`src/rtl/uart_receiver.sv`:
```
// UART receiver: 8 data bits LSB first, 1 stop bit, mid-bit sampling.
// Define UART_RX_PARITY_EN to add an even-parity bit after bit 7.
module uart_receiver #(
   parameter int CLKS_PER_BIT = 4
) (
   input  logic       clk,
   input  logic       rst,
   input  logic       rxd,
   output logic [7:0] data,
   output logic       valid,
   output logic       busy,
   output logic       frame_err,
   output logic       parity_err
);

   localparam int CW = $clog2(CLKS_PER_BIT) + 1;
   localparam logic [CW-1:0] LAST = CW'(CLKS_PER_BIT - 1);
   localparam logic [CW-1:0] HALF = CW'(CLKS_PER_BIT / 2);

   typedef enum logic [2:0] {
      IDLE, START, DATA, PARITY, STOP, WAIT_IDLE
   } state_t;

   state_t        state_q, state_d;
   logic [CW-1:0] cnt_q, cnt_d;
   logic [2:0]    bit_q, bit_d;
   logic [7:0]    shift_q, shift_d;
   logic [7:0]    data_q, data_d;
   logic          valid_q, valid_d;
   logic          ferr_q, ferr_d;
   logic          rxd_meta_q, rxd_s_q;
   logic          par_ok;

   always_ff @(posedge clk or posedge rst) begin
      if (rst) begin
         rxd_meta_q <= 1'b1;
         rxd_s_q    <= 1'b1;
      end else begin
         rxd_meta_q <= rxd;
         rxd_s_q    <= rxd_meta_q;
      end
   end

`ifdef UART_RX_PARITY_EN
   logic pbad_q, pbad_d;
   logic perr_q, perr_d;
   assign par_ok     = !pbad_q;
   assign parity_err = perr_q;

   always_ff @(posedge clk or posedge rst) begin
      if (rst) begin
         pbad_q <= 1'b0;
         perr_q <= 1'b0;
      end else begin
         pbad_q <= pbad_d;
         perr_q <= perr_d;
      end
   end

   always_comb begin
      pbad_d = pbad_q;
      perr_d = 1'b0;
      if (state_q == PARITY && cnt_q == LAST)
         pbad_d = ^{shift_q, rxd_s_q};
      if (state_q == STOP && cnt_q == LAST)
         perr_d = pbad_q;
   end
`else
   assign par_ok     = 1'b1;
   assign parity_err = 1'b0;
`endif

   always_ff @(posedge clk or posedge rst) begin
      if (rst) begin
         state_q <= IDLE;
         cnt_q   <= '0;
         bit_q   <= '0;
         shift_q <= '0;
         data_q  <= '0;
         valid_q <= 1'b0;
         ferr_q  <= 1'b0;
      end else begin
         state_q <= state_d;
         cnt_q   <= cnt_d;
         bit_q   <= bit_d;
         shift_q <= shift_d;
         data_q  <= data_d;
         valid_q <= valid_d;
         ferr_q  <= ferr_d;
      end
   end

   always_comb begin
      state_d = state_q;
      cnt_d   = cnt_q;
      bit_d   = bit_q;
      shift_d = shift_q;
      data_d  = data_q;
      valid_d = 1'b0;
      ferr_d  = 1'b0;
      unique case (state_q)
         IDLE: begin
            if (!rxd_s_q) begin
               state_d = START;
               cnt_d   = '0;
               bit_d   = '0;
            end
         end
         START: begin
            if (cnt_q == HALF) begin
               cnt_d   = '0;
               state_d = rxd_s_q ? IDLE : DATA;
            end else begin
               cnt_d = cnt_q + CW'(1);
            end
         end
         DATA: begin
            if (cnt_q == LAST) begin
               cnt_d          = '0;
               shift_d[bit_q] = rxd_s_q;
               if (bit_q == 3'd7) begin
`ifdef UART_RX_PARITY_EN
                  state_d = PARITY;
`else
                  state_d = STOP;
`endif
               end else begin
                  bit_d = bit_q + 3'd1;
               end
            end else begin
               cnt_d = cnt_q + CW'(1);
            end
         end
         PARITY: begin
`ifdef UART_RX_PARITY_EN
            if (cnt_q == LAST) begin
               cnt_d   = '0;
               state_d = STOP;
            end else begin
               cnt_d = cnt_q + CW'(1);
            end
`else
            state_d = IDLE;
`endif
         end
         STOP: begin
            if (cnt_q == LAST) begin
               cnt_d = '0;
               if (rxd_s_q && par_ok) begin
                  data_d  = shift_q;
                  valid_d = 1'b1;
                  state_d = IDLE;
               end else begin
                  // a low stop bit may be a break: hold off until the line rises
                  ferr_d  = !rxd_s_q;
                  state_d = rxd_s_q ? IDLE : WAIT_IDLE;
               end
            end else begin
               cnt_d = cnt_q + CW'(1);
            end
         end
         WAIT_IDLE: begin
            if (rxd_s_q)
               state_d = IDLE;
         end
         default: state_d = IDLE;
      endcase
   end

   assign data      = data_q;
   assign valid     = valid_q;
   assign frame_err = ferr_q;
   assign busy      = (state_q != IDLE);

endmodule

```
`config.mk`:
```
export PLATFORM = sky130hd
export DESIGN_NAME = uart_receiver
export DESIGN_NICKNAME = d
export VERILOG_FILES = /design/src/rtl/uart_receiver.sv
export SDC_FILE = /design/constraint.sdc
export NUM_CORES = 1
export LEC_CHECK = 0
export CAP_MARGIN = 25
export CORE_ASPECT_RATIO = 1.2
export CORE_MARGIN = 2
export CORE_UTILIZATION = 50
export DETAILED_ROUTE_END_ITERATION = 6
export PLACE_DENSITY_LB_ADDON = 0.2
export SLEW_MARGIN = 0
export SYNTH_ARGS = -nofsm -noshare
export SYNTH_HDL_FRONTEND = slang
export SYNTH_SLANG_ARGS = --single-unit
```
`constraint.sdc`:
```
create_clock -name clk -period 1.6 [get_ports clk]
set_clock_uncertainty 0.15 [all_clocks]
set_input_delay 0.16 -clock clk [delete_from_list [all_inputs] [get_ports clk]]
set_output_delay 0.16 -clock clk [all_outputs]
set_load 0.01 [all_outputs]
```
==> results.toml <==
[logic_synthesis]
synth_cell_type_count = 40
syn-mean-instance-area_um2 = 12.4
synth_area_um2 = 1460
syn_nets = 127
async_reset_ff_share_pct = 100
ys_ff_latch = 29
netlist_instances = 118
synth_edf_count = 0
ys_warn_count = 0
dominantRegCellSynth = "dfrtp_1"
ys_seq_area_share_pct = 49.7

[critical_path]
start_kind = "register"
worstSetupPathType = "reg -> reg"
crit_path_top_delay_cell = "or4b_4"
endpoint_kind = "register"
critPathMaxStageDelay_ns = 0.56
cpMostUsedCell = "buf_6"
r2r_cells = 5
startpoint = "state_q[2]$_DFFE_PP0P_"
rrSetupSlack_ns = -0.10
worstReg2RegEnd = "cnt_q[0]$_DFFE_PP0P_"
critPathTopFamily = "simple AND/OR/NAND/NOR gates"
path_cells = "buf_6 -> buf_6 -> or4b_4 -> nand4_1 -> a21boi_2"
worstPathMaxFanout = 6
crit_buf_inv = 2
rr_startpoint = "state_q[2]$_DFFE_PP0P_"
arrival_ns = 1.81
required_ns = 1.71

[pwr]
finalPower_w = 0.00238
cellPowerDensity_nw_per_um2 = 1190
ir_drop_mv = 1.10
p_leak_nw = 1.02

[global_routing]
grt_overflow = 0
grt_usage_pct = 21.9
grt_pass1_wl_um = 5330
grt_max_degree = 30
use_met2_pct = 36.3
grt_busiest_layer = "met2"
grt_antenna_before_repair = 0
grt_pass1_vias = 1102
use_met1_pct = 26.5
met3_usage_pct = 6.40

[floorplan]
core_um2 = 2790
core.rowCount = 21
dieArea_um2 = 3380
io_pins = 15
initial_core_util_pct = 52.6
dieWidth_um = 53.4
die_y_um = 63.3

[finish]
n_antenna_cell = 0
layout_common_cells = "24 x dfrtp_1, 20 x buf_4, 11 x clkdlybuf4s50_1"
area_growth_pct = 36.8
layout.cells.most_common = "dfrtp_1"
stdcell_area_um2 = 2000
drive_above_1_share_pct = 45.0
nNetsFinal = 168

[place]
numPortBuffers = 13
dp_hpwl_um = 1960
place_congestion = 0.792
dpl_cell_area_um2 = 1710

[cts]
clk_pin_slew_ns = 0.10
clock_path_buffers = 2
clockRootBuffer = "clkbuf_4"
clock_sinks = 29
clk_latency_ns = 0.33
cts_hold_buf = 0
cts-buffers-inserted = 5
cts_tree = "done"
h-tree-depth = 2

[sta]
fmax_ghz = 0.588
timing.final.crit_share_pct = 106
layout_min_cycle_time_ns = 1.70
slew_viol_final = 0
layout_setup_ws_ns = -0.101
hold_violations = 0
finalSetupViolCount = 23
grt_setup_unrepaired = "true"

[drt]
antenna_left = 0
drc_errors = 0
via_per_inst = 5.73
routed_wl_um = 3240
drt-initial-drc-count = 24
vias = 1111
drtPass1Iterations = 4
wire_per_inst_um = 16.7

[outcome]
run_status = "complete, but fails checks"
violations = "negative setup slack"

[run]
max-cap-violations = 0

[worst_hold_path]
hold_class = "in -> async"
repair_timing:
action / CTS / global route
gates resized for setup: 24 / 9
buffers inserted: 4 / 7
setup endpoints to repair: 22 / 24
gates cloned: 1 / 0
pin swaps: 8 / 5
registers in the layout, summed over array words and instances (netlist names):
name	flops
cnt_q	3
frame_err	1
state_q	3
data	8
rxd_meta_q	1
valid	1
shift_q	8
rxd_s_q	1
bit_q	3
per-stage QoR:
stage	hold WS, ns	util [%]	std cells	setup WS, ns	setup TNS [ns]
5_1_grt	0.0714	71.9	194	-0.155	-2.68
6_report	0.0408	71.9	194	-0.101	-1.58
2_1_floorplan	0.0145	-	118	0.0124	0
4_1_cts	0.0396	68.4	187	-0.101	-1.89
3_3_place_gp	0.196	61.4	174	-0.0344	-0.137
3_5_place_dp	0.197	61.4	174	-0.0838	-0.658
cells in the mapped netlist, drive strengths merged (2+ instances only):
cell type	instances	area share, %
or3b	2	1.2
nand3	4	1.4
nor2b	4	2.2
dfstp	2	3.6
o21ai	2	0.68
ha	6	5.1
inv	5	1.3
nand4b	5	4.0
nand4	3	1.3
o2bb2ai	2	1.2
nor2	7	1.8
and3	2	0.85
mux2	20	16
dfrtp	27	46
nand2	3	0.77
buf	5	2.6
nand3b	2	1.0
report_power, final:
group          leakage [nW]  internal, W  switching, W
combinational         0.591     0.000441      0.000417
sequential            0.386     0.000810     0.0000711
clock                0.0445     0.000371      0.000268
logic make-up (layout without fill, tap and decap cells):
group                      count (synthesis)  count (layout)  synth area share (%)
buffers and inverters                     11              52                  4.19
and+or+nand+nor                           40              41                  19.1
muxes                                     20              20                  15.6
xor gates and xnor gates                   1               1                 0.598
DFF                                       29              29                  49.7
AOI/OAI and AO/OA                         10              10                  5.38
adders and majority gates                  6               6                  5.13
other                                      1               1                 0.256
worst min-delay path, stage by stage:
cell	delay, ns
clkdlybuf4s50_1	0.40
inv_1	0.05
buf_4	0.33
cell type report:
| cell class | instances | area, um^2 |
|---|---|---|
| multi-input combinational | 79 | 776 |
| inverter | 5 | 18.8 |
| tap | 34 | 42.5 |
| timing repair buffer | 39 | 345 |
| clock buffer | 6 | 51.3 |
| fill | 201 | 782 |
| sequential | 29 | 732 |
| clock inverter | 2 | 37.5 |
routing by layer:
layer | wire length (um) | vias up
met5 | 0 | -
met3 | 136 | 5
met1 | 1340 | 574
li1 | - | 508
met4 | 48 | 0
met2 | 1710 | 24
worst max-delay path by stage:
stage | endpoint | slack (ns) | depth (start not counted)
2_1_floorplan | shift_q[5]$_DFFE_PP0P_ | 0.01 | 5
3_3_place_gp | bit_q[0]$_DFFE_PP0P_ | -0.03 | 4
6_report | cnt_q[0]$_DFFE_PP0P_ | -0.10 | 5
4_1_cts | data[7]$_DFFE_PP0P_ | -0.10 | 5
5_1_grt | cnt_q[0]$_DFFE_PP0P_ | -0.15 | 5
3_5_place_dp | bit_q[1]$_DFFE_PP0P_ | -0.08 | 4
Note: power is estimated with default switching activity, not from simulation.
